**config.mk**
```make
export PLATFORM = sky130hd
export DESIGN_NAME = uart_byte_rx
export DESIGN_NICKNAME = d
export VERILOG_FILES = /design/src/rtl/uart_pkg.sv /design/src/rtl/uart_baud_tick.sv /design/src/rtl/uart_byte_rx.sv
export SDC_FILE = /design/constraint.sdc
export NUM_CORES = 1
export LEC_CHECK = 0
export ABC_AREA = 1
export CAP_MARGIN = 20
export CORE_MARGIN = 2
export CORE_UTILIZATION = 25
export DETAILED_ROUTE_END_ITERATION = 7
export GPL_TIMING_DRIVEN = 0
export RECOVER_POWER = 100
export SLEW_MARGIN = 20
export SYNTH_ARGS = -nofsm -noshare
export SYNTH_HDL_FRONTEND = slang
export SYNTH_HIERARCHICAL = 1
export SYNTH_SLANG_ARGS = --single-unit
export TNS_END_PERCENT = 10
```
**constraint.sdc**
```tcl
create_clock -name clk -period 2.3 [get_ports clk]
set_clock_uncertainty 0.1 [all_clocks]
set_input_delay 0.345 -clock clk [delete_from_list [all_inputs] [get_ports clk]]
set_output_delay 0.345 -clock clk [all_outputs]
set_load 0.1 [all_outputs]
```
**src/rtl/uart_pkg.sv**
```systemverilog
// Shared constants, state encoding and bit helpers for the UART receive path.
package uart_pkg;

  localparam int         OVERSAMPLE = 16;
  localparam int         DATA_BITS  = 8;
  localparam logic [3:0] SAMPLE_LO  = 4'd7;
  localparam logic [3:0] SAMPLE_MID = 4'd8;
  localparam logic [3:0] SAMPLE_HI  = 4'd9;
  localparam logic [3:0] SAMPLE_END = 4'(OVERSAMPLE - 1);
  localparam logic [2:0] LAST_BIT   = 3'(DATA_BITS - 1);

  typedef enum logic [4:0] {
    ST_IDLE   = 5'b00001,
    ST_START  = 5'b00010,
    ST_DATA   = 5'b00100,
    ST_PARITY = 5'b01000,
    ST_STOP   = 5'b10000
  } rx_state_e;

  function automatic logic majority3(input logic a, input logic b, input logic c);
    return (a & b) | (a & c) | (b & c);
  endfunction

  function automatic logic parity8(input logic [7:0] d);
    return ^d;
  endfunction

endpackage

```
**src/rtl/uart_baud_tick.sv**
```systemverilog
// 16x oversample tick generator; clear re-phases the divider to the start edge.
module uart_baud_tick #(
  parameter int CLK_FREQ = 50_000_000,
  parameter int BAUD     = 115200
) (
  input  logic clk,
  input  logic reset_n,
  input  logic clear,
  output logic tick
);

  localparam int            DIV    = CLK_FREQ / (BAUD * 16);
  localparam int            CW     = (DIV > 2) ? $clog2(DIV) : 1;
  localparam logic [CW-1:0] DIV_M1 = CW'(DIV - 1);

  logic [CW-1:0] cnt_r;

  // Divider counter, wraps at DIV-1
  always_ff @(posedge clk or negedge reset_n) begin
    if (!reset_n) begin
      cnt_r <= '0;
    end else if (clear) begin
      cnt_r <= '0;
    end else if (cnt_r == DIV_M1) begin
      cnt_r <= '0;
    end else begin
      cnt_r <= cnt_r + {{(CW-1){1'b0}}, 1'b1};
    end
  end

  assign tick = (cnt_r == DIV_M1) && !clear;

endmodule

```
**src/rtl/uart_byte_rx.sv**
```systemverilog
// UART byte receiver, 16x oversampling with 3-sample majority vote, LSB first.
// Define UART_PARITY_EN for 8E1/8O1 framing (PARITY_ODD selects odd); default is 8N1.
module uart_byte_rx
  import uart_pkg::*;
#(
  parameter int CLK_FREQ   = 50_000_000,
  parameter int BAUD       = 115200,
  parameter bit PARITY_ODD = 1'b0
) (
  input  logic       clk,
  input  logic       reset_n,
  input  logic       rxd,
  output logic [7:0] data_byte,
  output logic       rxd_finish_pos,
  output logic       frame_err,
  output logic       parity_err,
  output logic       busy
);

`ifdef UART_PARITY_EN
  localparam rx_state_e AFTER_DATA = ST_PARITY;
`else
  localparam rx_state_e AFTER_DATA = ST_STOP;
`endif

  rx_state_e  state_r, state_n;
  logic       rxd_meta_r, rxd_sync_r, rxd_prev_r;
  logic [3:0] s_r, s_n;
  logic [2:0] idx_r, idx_n;
  logic [7:0] shift_r, shift_n;
  logic       v_lo_r, v_lo_n, v_mid_r, v_mid_n;
  logic [7:0] data_byte_r, data_n;
  logic       finish_r, finish_n, ferr_r, ferr_n, busy_r;
  logic       fall_s, vote_s, tick_s, clear_s;

  uart_baud_tick #(.CLK_FREQ(CLK_FREQ), .BAUD(BAUD)) u_tick (
    .clk    (clk),
    .reset_n(reset_n),
    .clear  (clear_s),
    .tick   (tick_s)
  );

  assign fall_s = rxd_prev_r & ~rxd_sync_r;
  assign vote_s = majority3(v_lo_r, v_mid_r, rxd_sync_r);

`ifdef UART_PARITY_EN
  logic par_bit_r, par_bit_n, perr_r, perr_n, par_ok_s;
  assign par_ok_s   = (par_bit_r == (parity8(shift_r) ^ PARITY_ODD));
  assign parity_err = perr_r;

  // Parity bit capture and error pulse
  always_ff @(posedge clk or negedge reset_n) begin
    if (!reset_n) begin
      par_bit_r <= 1'b0;
      perr_r    <= 1'b0;
    end else begin
      par_bit_r <= par_bit_n;
      perr_r    <= perr_n;
    end
  end
`else
  assign parity_err = 1'b0;
`endif

  // Synchroniser, datapath and FSM state registers
  always_ff @(posedge clk or negedge reset_n) begin
    if (!reset_n) begin
      rxd_meta_r  <= 1'b1;
      rxd_sync_r  <= 1'b1;
      rxd_prev_r  <= 1'b1;
      state_r     <= ST_IDLE;
      s_r         <= 4'd0;
      idx_r       <= 3'd0;
      shift_r     <= 8'h00;
      v_lo_r      <= 1'b1;
      v_mid_r     <= 1'b1;
      data_byte_r <= 8'h00;
      finish_r    <= 1'b0;
      ferr_r      <= 1'b0;
      busy_r      <= 1'b0;
    end else begin
      rxd_meta_r  <= rxd;
      rxd_sync_r  <= rxd_meta_r;
      rxd_prev_r  <= rxd_sync_r;
      state_r     <= state_n;
      s_r         <= s_n;
      idx_r       <= idx_n;
      shift_r     <= shift_n;
      v_lo_r      <= v_lo_n;
      v_mid_r     <= v_mid_n;
      data_byte_r <= data_n;
      finish_r    <= finish_n;
      ferr_r      <= ferr_n;
      busy_r      <= (state_n != ST_IDLE);
    end
  end

  // Next-state and output decode; all bit decisions happen on the s=9 tick
  always_comb begin
    state_n  = state_r;
    s_n      = s_r;
    idx_n    = idx_r;
    shift_n  = shift_r;
    v_lo_n   = v_lo_r;
    v_mid_n  = v_mid_r;
    data_n   = data_byte_r;
    finish_n = 1'b0;
    ferr_n   = 1'b0;
    clear_s  = 1'b0;
`ifdef UART_PARITY_EN
    par_bit_n = par_bit_r;
    perr_n    = 1'b0;
`endif
    if (state_r == ST_IDLE) begin
      if (fall_s) begin
        state_n = ST_START;
        s_n     = 4'd0;
        clear_s = 1'b1;
      end else begin
        state_n = ST_IDLE;
      end
    end else if (tick_s) begin
      s_n = s_r + 4'd1;
      if (s_r == SAMPLE_LO) begin
        v_lo_n = rxd_sync_r;
      end else if (s_r == SAMPLE_MID) begin
        v_mid_n = rxd_sync_r;
      end else begin
        v_lo_n = v_lo_r;
      end
      case (state_r)
        ST_START: begin
          if (s_r == SAMPLE_HI && vote_s) begin
            state_n = ST_IDLE;
          end else if (s_r == SAMPLE_END) begin
            state_n = ST_DATA;
            idx_n   = 3'd0;
          end else begin
            state_n = ST_START;
          end
        end
        ST_DATA: begin
          if (s_r == SAMPLE_HI) begin
            shift_n[idx_r] = vote_s;
          end else if (s_r == SAMPLE_END) begin
            if (idx_r == LAST_BIT) begin
              state_n = AFTER_DATA;
            end else begin
              idx_n = idx_r + 3'd1;
            end
          end else begin
            state_n = ST_DATA;
          end
        end
`ifdef UART_PARITY_EN
        ST_PARITY: begin
          if (s_r == SAMPLE_HI) begin
            par_bit_n = vote_s;
          end else if (s_r == SAMPLE_END) begin
            state_n = ST_STOP;
          end else begin
            state_n = ST_PARITY;
          end
        end
`endif
        ST_STOP: begin
          // Leave at mid stop bit so a back-to-back start edge is not missed
          if (s_r == SAMPLE_HI) begin
            state_n = ST_IDLE;
`ifdef UART_PARITY_EN
            if (vote_s && par_ok_s) begin
              data_n   = shift_r;
              finish_n = 1'b1;
            end else begin
              ferr_n = ~vote_s;
              perr_n = ~par_ok_s;
            end
`else
            if (vote_s) begin
              data_n   = shift_r;
              finish_n = 1'b1;
            end else begin
              ferr_n = 1'b1;
            end
`endif
          end else begin
            state_n = ST_STOP;
          end
        end
        default: state_n = ST_IDLE;
      endcase
    end else begin
      state_n = state_r;
    end
  end

  assign data_byte      = data_byte_r;
  assign rxd_finish_pos = finish_r;
  assign frame_err      = ferr_r;
  assign busy           = busy_r;

endmodule

```
==> results by group <==
Timing
  • F_max: around 450 MHz
  • Worst Tran Pin Value: around 0.97 ns
  • Period minus WS final: around 2.2 ns
  • Setup_tns: 0 ns
  • RSZ-0062 raised after global routing: false
  • Slew headroom: 0.348
  • # setup viols final: 0
  • Crit share post-route: 0.969
  • Final slew viol count: 0
  • Final hold violation count: 0
  • Worst setup margin: 0.0721 ns

Yosys
  • Top-area cell type share of the netlist area: 0.427
  • Synth Register Bits: 41
  • Synth cell count leaders: nand2_1 (64), dfrtp_1 (35), nor2_1 (30)
  • Leading register cell type out of synthesis: dfrtp_1
  • Mapped Cells: 240
  • Net Count, Synth: 250
  • Synth warn: 6
  • Unique masters post-synth: 32
  • Mapped Area: between 0.002 and 0.0025 sq mm
  • Post-synth top area cell: dfrtp_1
  • Ys async rst share: 1.00
  • Most frequent cell after synthesis: nand2_1
  • Sequential area share after synthesis: 0.504
  • Post-synth EDFFs: 0
  • Avg Synthesized Cell Area: approximately 8.5 sq um
  • Synth area leaders: dfrtp_1 (43%), nand2_1 (12%), dfstp_2 (7.7%)

Detailed routing
  • Final ANT Viol Nets: 0
  • Pre-antenna DRT Iters: 4
  • DR iter-0 viols: between 90 and 100
  • Via density: around 4.1
  • Final WL: roughly 3700 um
  • DRC: 0
  • WL/cell: around 10 um
  • Routed via count: ~1,500

Setup path
  • WP buf/inv: 1
  • Worst r2r src: state_r[2]$_DFF_PN0_
  • Worst-path cell chain: clkdlybuf4s50_1
  • Worst path max stage delay: between 1 and 1.5 ns
  • CP arrival: about 1.8 ns
  • Reg2reg path depth: 11
  • FF-to-FF End: data_byte[1]$_DFFE_PN0P_
  • Worst Setup End Kind: output pin
  • Slowest CP cell: clkdlybuf4s50_1
  • Critical Path RT: approximately 1.9 ns
  • Max FO, Critical Path: 2
  • CP delay by family, top: buffers and inverters
  • Critical path type: flop to output pin
  • Flop2flop setup slack: 0.24 ns
  • Worst Setup Start Kind: flop
  • WP depth: 1

Run status
  • Outcome: complete, no violations

Die
  • Die width: 94.6 um
  • Die area: between 0.008 and 0.009 sq mm
  • Num rows: 33
  • Core Area: between 0.008 and 0.009 sq mm
  • Chip height: roughly 95 um
  • Initial Util: 0.254
  • Boundary Pins: 15

Global routing
  • Gr ovfl total: 0
  • Largest net degree at the start of global routing: 31
  • First-pass GRT wire length: a little under 7000 um
  • Initial antenna violation count: 0
  • Overall Global Routing Usage: 0.0956
  • Vias in the first global route: about 1,500

Place
  • Dpl hpwl: 2720 um
  • Routability cong.: a little over 0.8
  • Buffers added on ports: 13
  • Post-Place Setup Slack: approximately 0.26 ns
  • # placed instances: approximately 360

Pwr
  • Pwr dens: 797 mW/mm^2
  • Total power: ~1900 uW
  • Pleak: 0.00114 uW
  • VDD IR-drop max: ~340 uV

Layout
  • Post-Layout Cell Count: ~370
  • Inserted Diodes: 0
  • Layout cell share with drive strength beyond 1: 0.129
  • Layout area overhead: 17.3%
  • Nets: 272

CTS
  • Clk buf depth: 2
  • Clk_lat worst skew: between 0.2 and 0.3 ns
  • CTS tree: yes
  • Clock sink count: 41
  • # H-tree levels: 2
  • Setup bufs post-CTS: 0
  • Clock Root Buffer: clkbuf_8
  • Num CTS Buffers: 5
  • Clock transition at path regs: 0.08 ns

Hold path
  • Hold Crit Endpoint: rxd_sync_r$_DFF_PN1_
  • Hold path depth: 0
  • Hold_sp: rxd_meta_r$_DFF_PN1_
  • HP Class: flop to flop

Run
  • Number of max-cap violations: 0
## report_power, final
group,switching [uW],internal [uW],total (uW)
combinational,317,177,494
sequential,100,830,930
clock,250,243,493
## final cells by class
| cell class | instances | area [sq um] |
|---|---|---|
| buffer | 3 | 20.0 |
| clock buffer | 6 | 82.6 |
| clock inverter | 2 | 13.8 |
| fill | 907 | 5690 |
| inverter | 29 | 114 |
| multi-input combinational | 167 | 872 |
| sequential | 41 | 1030 |
| tap | 105 | 131 |
| timing repair buffer | 15 | 139 |
## registers in the layout, summed over array words and instances (netlist names), 3 cells and up
register / cells
data_byte: 8
shift_r: 8
state_r: 5
u_tick/cnt_r: 5
s_r: 4
idx_r: 3
## worst max path at each step
stage | start | end
finish | data_byte[5]$_DFFE_PN0P_ | data_byte[5]
global route | data_byte[1]$_DFFE_PN0P_ | data_byte[1]
global placement | reset_n | u_tick/cnt_r[1]$_DFF_PN0_
CTS | data_byte[5]$_DFFE_PN0P_ | data_byte[5]
floorplan | state_r[2]$_DFF_PN0_ | busy$_DFF_PN0_
detailed placement | state_r[2]$_DFF_PN0_ | busy$_DFF_PN0_
## layout by cell type (no fill, tap or decap), types with 2 or more instances in the layout
cell,netlist,layout
nor2_1,30,30
o21ai_0,13,22
dlygate4sd3_1,0,2
clkdlybuf4s50_1,0,11
buf_4,2,2
nand3_2,2,2
nand2_1,64,67
inv_2,2,2
clkinv_1,2,2
ha_1,7,7
dfstp_2,6,6
nand4_2,2,2
nor2_2,4,4
nor3_4,2,2
dfrtp_1,35,35
inv_1,24,24
clkbuf_8,0,6
nand3_1,19,19
## routing by layer
metal | part of all wire | routed length [um] | vias to the layer above | GRT usage
met1 | 0.47 | 1730 | 696 | 0.120
met4 | 0.0085 | 31 | 0 | 0.0302
met3 | 0.039 | 144 | 4 | 0.0271
met5 | 0 | 0 | - | 0
met2 | 0.48 | 1750 | 21 | 0.159
li1 | - | - | 804 | -
## timing repair
item | CTS | global route
endpoints found under the hold margin | 11 | 0
gates resized for setup | 0 | 0
hold buffers | 1 | 0
## stage by stage
stage | utilization | hold WS [ns] | cell area, sq um
final | 0.297 | 0.258 | 2410
after floorplan | - | -0.0506 | 2050
after CTS | 0.301 | 0.259 | 2430
after global routing | 0.297 | 0.261 | 2410
after global placement | 0.286 | 0.246 | 2310
after detailed placement | 0.288 | 0.154 | 2330
## kinds of logic after synthesis
kind of cell               share of synthesized area
and+or+nand+nor                                0.309
DFF                                            0.504
adders and majority gates                     0.0427
xor gates and xnor gates                     0.00854
other                                        0.00183
AOI/OAI and AO/OA                             0.0689
buffers and inverters                         0.0652
Power figures use the tool's default switching activity.
